### src/rtl/battle_pkg.sv
// Shared battle types, sprite box sizes and the box-overlap test.
// The colour mapper uses the same size constants.
package battle_pkg;

    typedef logic [9:0] coord_t;
    typedef logic [3:0] hp_t;
    typedef logic [7:0] cnt_t;

    typedef enum logic [1:0] {
        ALIVE,
        INVULN,
        DEAD
    } tracker_state_e;

    localparam int TANK_SZ           = 16;
    localparam int BULLET_SZ         = 4;
    localparam int MINE_SZ           = 8;
    localparam int HITS_TO_KILL_DEF  = 3;
    localparam int INVULN_FRAMES_DEF = 30;

    // Inclusive-exclusive box test; one extra bit so edges near 1023 never wrap.
    function automatic logic box_overlap(
        input coord_t ax,
        input coord_t ay,
        input int     asz,
        input coord_t bx,
        input coord_t by,
        input int     bsz
    );
        logic [10:0] axw;
        logic [10:0] ayw;
        logic [10:0] bxw;
        logic [10:0] byw;
        logic [10:0] asw;
        logic [10:0] bsw;
        axw = {1'b0, ax};
        ayw = {1'b0, ay};
        bxw = {1'b0, bx};
        byw = {1'b0, by};
        asw = 11'(asz);
        bsw = 11'(bsz);
        return (axw < bxw + bsw) && (bxw < axw + asw) &&
               (ayw < byw + bsw) && (byw < ayw + asw);
    endfunction

endpackage

### src/rtl/tank_hit_tracker.sv
// Per-tank hit point, invulnerability and destroyed tracker.
// Mine hits always kill; bullet hits are ignored while invulnerable.
module tank_hit_tracker
    import battle_pkg::*;
#(
    parameter int HITS_TO_KILL  = HITS_TO_KILL_DEF,
    parameter int INVULN_FRAMES = INVULN_FRAMES_DEF
) (
    input  logic       fsm_clock,
    input  logic       reset,
    input  logic       bullet_hit,
    input  logic       mine_hit,
    input  logic       rearm,
    output logic [3:0] hp,
    output logic       invuln,
    output logic       gaya,
    output logic       accept
);

    localparam hp_t  HP_FULL  = hp_t'(HITS_TO_KILL);
    localparam cnt_t CNT_LOAD = cnt_t'(INVULN_FRAMES - 1);

    tracker_state_e state;
    tracker_state_e state_next;
    hp_t            hp_q;
    hp_t            hp_next;
    cnt_t           cnt;
    cnt_t           cnt_next;

    always_ff @(posedge fsm_clock) begin
        if (reset) begin
            state <= ALIVE;
            hp_q  <= HP_FULL;
            cnt   <= '0;
        end else begin
            state <= state_next;
            hp_q  <= hp_next;
            cnt   <= cnt_next;
        end
    end

    always_comb begin
        state_next = state;
        hp_next    = hp_q;
        cnt_next   = cnt;
        if (rearm) begin
            state_next = ALIVE;
            hp_next    = HP_FULL;
            cnt_next   = '0;
        end else begin
            unique case (state)
                ALIVE: begin
                    if (mine_hit || (bullet_hit && hp_q == hp_t'(1))) begin
                        state_next = DEAD;
                        hp_next    = '0;
                    end else if (bullet_hit) begin
                        state_next = INVULN;
                        hp_next    = hp_q - hp_t'(1);
                        cnt_next   = CNT_LOAD;
                    end
                end
                INVULN: begin
                    if (mine_hit) begin
                        state_next = DEAD;
                        hp_next    = '0;
                        cnt_next   = '0;
                    end else if (cnt == '0) begin
                        state_next = ALIVE;
                    end else begin
                        cnt_next = cnt - cnt_t'(1);
                    end
                end
                DEAD: begin
                    state_next = DEAD;
                end
                default: begin
                    state_next = ALIVE;
                end
            endcase
        end
    end

    assign hp     = hp_q;
    assign invuln = (state == INVULN);
    assign gaya   = (state == DEAD);
    assign accept = (state != DEAD);

endmodule

### src/rtl/tank_hit_detector.sv
// Frame-rate hit detection: registered box tests, then per-tank trackers.
// Also pulses bullet-consume strobes for bullets that landed.
module tank_hit_detector
    import battle_pkg::*;
#(
    parameter int HITS_TO_KILL  = HITS_TO_KILL_DEF,
    parameter int INVULN_FRAMES = INVULN_FRAMES_DEF
) (
    input  logic       fsm_clock,
    input  logic       reset,
    input  logic       game_on,
    input  logic [9:0] tank1_x,
    input  logic [9:0] tank1_y,
    input  logic [9:0] tank2_x,
    input  logic [9:0] tank2_y,
    input  logic [9:0] bullet1_x,
    input  logic [9:0] bullet1_y,
    input  logic       bullet1_active,
    input  logic [9:0] bullet2_x,
    input  logic [9:0] bullet2_y,
    input  logic       bullet2_active,
    input  logic [9:0] mine_x,
    input  logic [9:0] mine_y,
    input  logic       mine_active,
    output logic       tank1gaya,
    output logic       tank2gaya,
    output logic [3:0] tank1_hp,
    output logic [3:0] tank2_hp,
    output logic       tank1_invuln,
    output logic       tank2_invuln,
    output logic       bullet1_consume,
    output logic       bullet2_consume
);

    logic game_on_q;
    logic rearm;
    logic b2t1;
    logic b1t2;
    logic m_t1;
    logic m_t2;
    logic accept1;
    logic accept2;

    assign rearm = game_on & ~game_on_q;

    always_ff @(posedge fsm_clock) begin
        if (reset) begin
            game_on_q       <= 1'b0;
            b2t1            <= 1'b0;
            b1t2            <= 1'b0;
            m_t1            <= 1'b0;
            m_t2            <= 1'b0;
            bullet1_consume <= 1'b0;
            bullet2_consume <= 1'b0;
        end else begin
            game_on_q <= game_on;
            if (rearm) begin
                b2t1            <= 1'b0;
                b1t2            <= 1'b0;
                m_t1            <= 1'b0;
                m_t2            <= 1'b0;
                bullet1_consume <= 1'b0;
                bullet2_consume <= 1'b0;
            end else begin
                b2t1 <= game_on & bullet2_active &
                        box_overlap(tank1_x, tank1_y, TANK_SZ,
                                    bullet2_x, bullet2_y, BULLET_SZ);
                b1t2 <= game_on & bullet1_active &
                        box_overlap(tank2_x, tank2_y, TANK_SZ,
                                    bullet1_x, bullet1_y, BULLET_SZ);
                m_t1 <= game_on & mine_active &
                        box_overlap(tank1_x, tank1_y, TANK_SZ,
                                    mine_x, mine_y, MINE_SZ);
                m_t2 <= game_on & mine_active &
                        box_overlap(tank2_x, tank2_y, TANK_SZ,
                                    mine_x, mine_y, MINE_SZ);
                // Strobe lines up with the tracker acting on the same flag.
                bullet1_consume <= b1t2 & accept2;
                bullet2_consume <= b2t1 & accept1;
            end
        end
    end

    tank_hit_tracker #(
        .HITS_TO_KILL  (HITS_TO_KILL),
        .INVULN_FRAMES (INVULN_FRAMES)
    ) u_tracker1 (
        .fsm_clock  (fsm_clock),
        .reset      (reset),
        .bullet_hit (b2t1),
        .mine_hit   (m_t1),
        .rearm      (rearm),
        .hp         (tank1_hp),
        .invuln     (tank1_invuln),
        .gaya       (tank1gaya),
        .accept     (accept1)
    );

    tank_hit_tracker #(
        .HITS_TO_KILL  (HITS_TO_KILL),
        .INVULN_FRAMES (INVULN_FRAMES)
    ) u_tracker2 (
        .fsm_clock  (fsm_clock),
        .reset      (reset),
        .bullet_hit (b1t2),
        .mine_hit   (m_t2),
        .rearm      (rearm),
        .hp         (tank2_hp),
        .invuln     (tank2_invuln),
        .gaya       (tank2gaya),
        .accept     (accept2)
    );

endmodule
### config.mk
export PLATFORM = sky130hd
export DESIGN_NAME = tank_hit_detector
export DESIGN_NICKNAME = d
export VERILOG_FILES = /design/src/rtl/battle_pkg.sv /design/src/rtl/tank_hit_tracker.sv /design/src/rtl/tank_hit_detector.sv
export SDC_FILE = /design/constraint.sdc
export NUM_CORES = 1
export LEC_CHECK = 0
export ABC_CLOCK_PERIOD_IN_PS = 3800
export CAP_MARGIN = 20
export CORE_ASPECT_RATIO = 1.5
export CORE_MARGIN = 10
export CORE_UTILIZATION = 50
export CTS_CLUSTER_SIZE = 12
export DETAILED_ROUTE_END_ITERATION = 16
export PLACE_DENSITY = 0.77
export SLEW_MARGIN = 0
export SYNTH_ARGS = -nofsm -noshare
export SYNTH_HDL_FRONTEND = slang
export SYNTH_SLANG_ARGS = --single-unit
### constraint.sdc
create_clock -name fsm_clock -period 3.8 [get_ports fsm_clock]
set_input_delay 1.14 -clock fsm_clock [delete_from_list [all_inputs] [get_ports fsm_clock]]
set_output_delay 1.14 -clock fsm_clock [all_outputs]
set_load 0.01 [all_outputs]
==> results of run 1 <==
==> Yosys cell counts, types with 4 or more instances <==
cell,count
a211o_1,5
a211oi_1,14
a21o_1,18
a21oi_1,49
a221oi_1,5
a31oi_1,5
and3_1,17
clkbuf_1,4
dfxtp_1,35
ha_1,160
inv_1,52
nand2_1,27
nand2b_1,18
nand3_1,50
nand4_1,10
nor2_1,53
nor2b_1,11
nor3_1,13
o2111ai_1,4
o211ai_1,8
o21ai_0,41
xnor2_1,21
xor2_1,35
==> layer usage <==
layer / wire length [um] / GRT usage / vias up
li1: - / - / 3001
met1: 6703 / 0.2064 / 2813
met2: 9687 / 0.3997 / 122
met3: 713 / 0.03078 / 26
met4: 362 / 0.06405 / 0
met5: 0 / 0 / -
==> cells by family (layout without fill, tap and decap cells) <==
kind of cell,Yosys count,after routing,synth area share
buf+inv,61,199,0.03977
xor+xnor,56,56,0.08162
simple gates,235,235,0.2190
flops,35,35,0.1166
fa+ha+maj,160,160,0.3331
compound gates,186,186,0.2082
mux,1,1,0.001666
==> through the flow <==
stage / utilization / setup slack, ns / hold slack, ns / std cells / total power [mW]
finish: 0.6414 / 0.3275 / 0.4931 / 1025 / 1.421
global route: 0.6414 / 0.1904 / 0.5120 / 1025 / 1.526
detailed placement: 0.6298 / 0.05876 / 0.4893 / 1017 / 1.040
global placement: 0.6298 / 0.1594 / 0.4660 / 1017 / 1.006
floorplan: - / 0.7855 / 0.4600 / 734 / 0.7450
CTS: 0.6414 / 0.3441 / 0.4966 / 1025 / 1.432
==> area by class of cell <==
type	instances	area, um^2	share of cell area
inverters	54	202.7	0.02657
multi-input cells	638	5070	0.6646
flip-flops and latches	35	700.7	0.09185
clock inverters	1	5.005	0.0006561
clock buffers	7	132.6	0.01739
repair buffers	137	1326	0.1739
well taps	153	191.4	0.02509
==> power breakdown <==
group	switching [mW]	internal (mW)
logic	0.336	0.325
clock network	0.146	0.242
registers	0.00278	0.370
total	0.484	0.937
==> registers in the layout, summed over array words and instances, names as in the netlist <==
| name | count |
|---|---|
| u_tracker2.state | 2 |
| u_tracker1.state | 2 |
| u_tracker2.cnt | 8 |
| u_tracker1.cnt | 8 |
| u_tracker1.hp | 4 |
| bullet1_consume | 1 |
| game_on_q | 1 |
| b2t1 | 1 |
| m_t1 | 1 |
| m_t2 | 1 |
| bullet2_consume | 1 |
| b1t2 | 1 |
| u_tracker2.hp | 4 |
==> critical path: cells and delay by family <==
family	cells	cell delay, ns
simple gates	3	0.88
buf+inv	1	0.48
fa+ha+maj	2	0.45
compound gates	3	0.52
xor+xnor	1	0.18
==> worst paths after layout <==
path,cells after the start,from,end
worst max register to register,8,u_tracker2.hp[1],u_tracker2.cnt[5]
worst min register to register,2,u_tracker2.cnt[4],u_tracker2.cnt[4]
worst max-delay path,10,mine_x[3],m_t1
worst min-delay path,2,u_tracker2.cnt[4],u_tracker2.cnt[4]
==> flow_summary.yaml, run 1 <==
clocking:
  postCtsResizedCells: 0
  cts_made_buffers: 5
  clkSinkCount: 35
  clk_latency_ns: 0.28
  cts_hold_buf: 0
  ctsHtreeMaxLevel: 2
  clk_pin_slew_ns: 0.05
  cts_tree: "built"
  cts_post_setup_buffers_inserted: 0
  cts_buffer_depth: 2
  ctsRootBufferMaster: "clkbuf_16"
yosys:
  synth_top_area_share: 0.3331
  ys_seq_area_frac: 0.1166
  syn-mean-instance-area_um2: 8.187
  synth_area_leaders: "ha_1, dfxtp_1, xor2_1, nand3_1, a21oi_1"
  syn_area_um2: 6010
  synth_seq_cells: 35
  synth_cell_types: 73
  synthCells: 734
  async_reset_ff_frac: 0
  ys.flop_type: "dfxtp_1"
  synth-edff-count: 0
  syn_nets: 1000
  synth.largest_area_cell: "ha_1"
  yosys_warnings: 0
finish:
  final_common_cell: "ha_1"
  area_growth_pct: 26.94
  postLayoutCellArea_um2: 7629
  drive_gt1_frac: 0.05619
  layout.nets: 1137
  fillers: 1024
  diodes: 0
  final_cell_mix: "ha_1, clkdlybuf4s50_1, nor2_1"
grt:
  antenna_found_initial: 0
  grt.total_usage: 0.2034
  grt_max_degree: 20
  grt_pass1_vias: 6316
  overflow: 0
  grt_first_pass_wirelength_um: 28830
critical_path:
  end_kind: "register"
  path_max_fanout: 3
  arrival_ns: 3.65
  rrSetupSlack_ns: 1.70
  crit_chain: "clkdlybuf4s50_1 -> ha_1 -> and3_1 -> nand3_1 -> xor2_1 -> ha_1 -> or4b_1 -> o211ai_2 -> o21ai_1 -> a2111oi_2"
  critPathRequiredTime_ns: 3.97
  critPathMaxStageDelay_ns: 0.53
  path_common_cell: "ha_1"
  crit_slowest_cell: "or4b_1"
  crit_path_start_kind: "primary input"
  crit_type: "in2reg"
floorplanning:
  rows: 49
  die_h_um: 154.3
  die_area_um2: 16890
  core-area_um2: 11890
  die_w_um: 109.5
  start_util: 0.5053
  ios: 120
route:
  final_antenna_net_count: 0
  drt_iter0_markers: 174
  num_vias: 5962
  drc_errors: 0
  drt-vias-per-instance: 5.817
  first_pass_iters: 4
  totalWireLength_um: 17470
  wl_per_cell_um: 17.04
sta:
  fin_crit_sh: 0.9138
  slew_violations: 0
  finalSetupTns_ns: 0
  hold_viol_final: 0
  slew-limit-headroom: 0.5287
  min_period_ns: 3.472
  fin_skew_ns: 0.002721
  setup-violations-final: 0
  rsz0062_at_grt: "false"
  timing.fmax_mhz: 288.0
  worst_pin_slew_ns: 0.7070
placed_design:
  gp_congestion: 0.8510
  post_dp_cell_area_um2: 7491
  port_buffers: 119
  hpwl_um: 15410
status:
  status: "complete, no violations"
power_and_ir_drop:
  p_per_area_nw_per_um2: 186.3
  ir_drop_v: 0.0001511
  leakagePower_nw: 3.429
hold_path:
  hold_path_class: "reg2reg"
job:
  cap_violations: 0
(Power assumes the default switching activity.)
==> run 2, diff against run 1 <==
--- a/config.mk
+++ b/config.mk
@@ -12,7 +12,8 @@
 export CORE_UTILIZATION = 50
 export CTS_CLUSTER_SIZE = 12
 export DETAILED_ROUTE_END_ITERATION = 16
-export PLACE_DENSITY = 0.77
+export DONT_BUFFER_PORTS = 1
+export PLACE_DENSITY = 0.64
 export SLEW_MARGIN = 0
 export SYNTH_ARGS = -nofsm -noshare
 export SYNTH_HDL_FRONTEND = slang
==> run 2 against run 1 <==
Core utilization is 11 points lower. Non-clock buffer count is 137 lower. Cell area is 17% lower. Clock-buffer cell count is 1 lower. Maximum frequency is 21% higher. Combinational power is 30% lower. Global-route usage is 1.2 points lower.
==> flow_summary.yaml, run 2 (synthesis gave the netlist of run 1 again) <==
critical_path:
  crit_chain: "ha_1 -> and3_1 -> nand3_1 -> xor2_1 -> ha_1 -> or4b_1 -> o211ai_2 -> o21ai_1 -> a2111oi_2"
  worst-path-stages: 9
  r2r_cells: 8
  crit_slowest_cell: "or4b_1"
  critPathMaxStageDelay_ns: 0.54
  path_max_fanout: 7
  arrival_ns: 3.06
  crit_buf_inv: 0
  end_kind: "register"
  crit_type: "in2reg"
  path_common_cell: "ha_1"
  path_delay_family: "simple AND/OR/NAND/NOR gates"
  crit_path_start_kind: "primary input"
  critPathRequiredTime_ns: 3.98
route:
  drc_errors: 0
  drt-vias-per-instance: 6.192
  first_pass_iters: 4
  drt_iter0_markers: 171
  num_vias: 5492
  wl_per_cell_um: 18.09
  final_antenna_net_count: 0
  totalWireLength_um: 16050
floorplanning:
  rows: 49
  die_area_um2: 16890
  ios: 120
  die_w_um: 109.5
  start_util: 0.5053
  die_h_um: 154.3
  core-area_um2: 11890
finish:
  postLayoutCellArea_um2: 6309
  final_common_cell: "ha_1"
  reg.largest.list: "u_tracker1.cnt: 8 flops, u_tracker2.cnt: 8 flops"
  diodes: 0
  final_cell_mix: "ha_1, nor2_1, inv_1"
  fillers: 1140
  area_growth_pct: 4.976
  layout.nets: 1000
  final_cells: 887
  finish.utilization: 0.5304
  drive_gt1_frac: 0.04360
sta:
  fin_ws_ns: 0.9216
  min_period_ns: 2.878
  finalSetupTns_ns: 0
  slew-limit-headroom: 0.5426
  fin_crit_sh: 0.7575
  timing.fmax_mhz: 347.4
  setup-violations-final: 0
  hold_viol_final: 0
  rsz0062_at_grt: "false"
  slew_violations: 0
  worst_pin_slew_ns: 0.6861
  fin_skew_ns: 0.005997
clocking:
  postCtsResizedCells: 0
  cts_tree: "built"
  clk_pin_slew_ns: 0.06
  cts_hold_buf: 0
  cts_post_setup_buffers_inserted: 0
  clk_latency_ns: 0.28
  cts_made_buffers: 5
  ctsRootBufferMaster: "clkbuf_16"
  cts_buffer_depth: 2
  clkSinkCount: 35
  ctsHtreeMaxLevel: 2
grt:
  antenna_found_initial: 0
  grt_max_degree: 20
  overflow: 0
  grt_pass1_vias: 5869
  grt_first_pass_wirelength_um: 26960
  grt.total_usage: 0.1911
placed_design:
  gp_congestion: 0.8555
  post_dp_cell_area_um2: 6165
  placed_cells: 880
  hpwl_um: 14070
  port_buffers: 0
  post-place-ws_ns: 0.6125
job:
  cap_violations: 0
hold_path:
  hold_path_class: "reg2reg"
  hold_depth: 1
power_and_ir_drop:
  p_per_area_nw_per_um2: 197.3
  leakagePower_nw: 2.885
  ir_drop_v: 0.0001474
status:
  status: "complete, no violations"
## run 2: path summary, 6_finish.rpt
kind                  endpoint  slack, ns        startpoint
max                       m_t1       0.92         mine_x[3]
min            bullet1_consume       0.50              b1t2
max reg2reg  u_tracker2.cnt[5]       1.61  u_tracker2.hp[1]
min reg2reg    bullet1_consume       0.50              b1t2
## run 2: cell type report
type / count / area, um^2 / area share
clock inverter: 1 / 5.005 / 0.0007933
inverter: 54 / 202.7 / 0.03213
tap: 153 / 191.4 / 0.03035
multi-input combinational: 638 / 5070 / 0.8036
sequential: 35 / 700.7 / 0.1111
clock buffer: 6 / 138.9 / 0.02202
## run 2: through the flow
step                      hold WS (ns)  power, mW
after global placement          0.4700     0.8197
after CTS                       0.5080      1.262
after detailed placement        0.5029     0.8455
after global routing            0.5128      1.353
after floorplan                 0.4600     0.7450
final                           0.5046      1.245
## run 2: per-layer routing
layer	wire, um	global-route usage
met2	8553	0.3670
met5	0	0
met1	5878	0.1857
met4	394	0.06219
met3	1219	0.05449
## run 2: where the power goes
group          total [mW]  leakage [nW]  switching, mW  internal, mW
Sequential          0.372         0.282        0.00295         0.370
Combinational       0.461          2.53          0.242         0.219
Clock               0.412        0.0727          0.156         0.256
Total                1.24          2.88          0.401         0.844
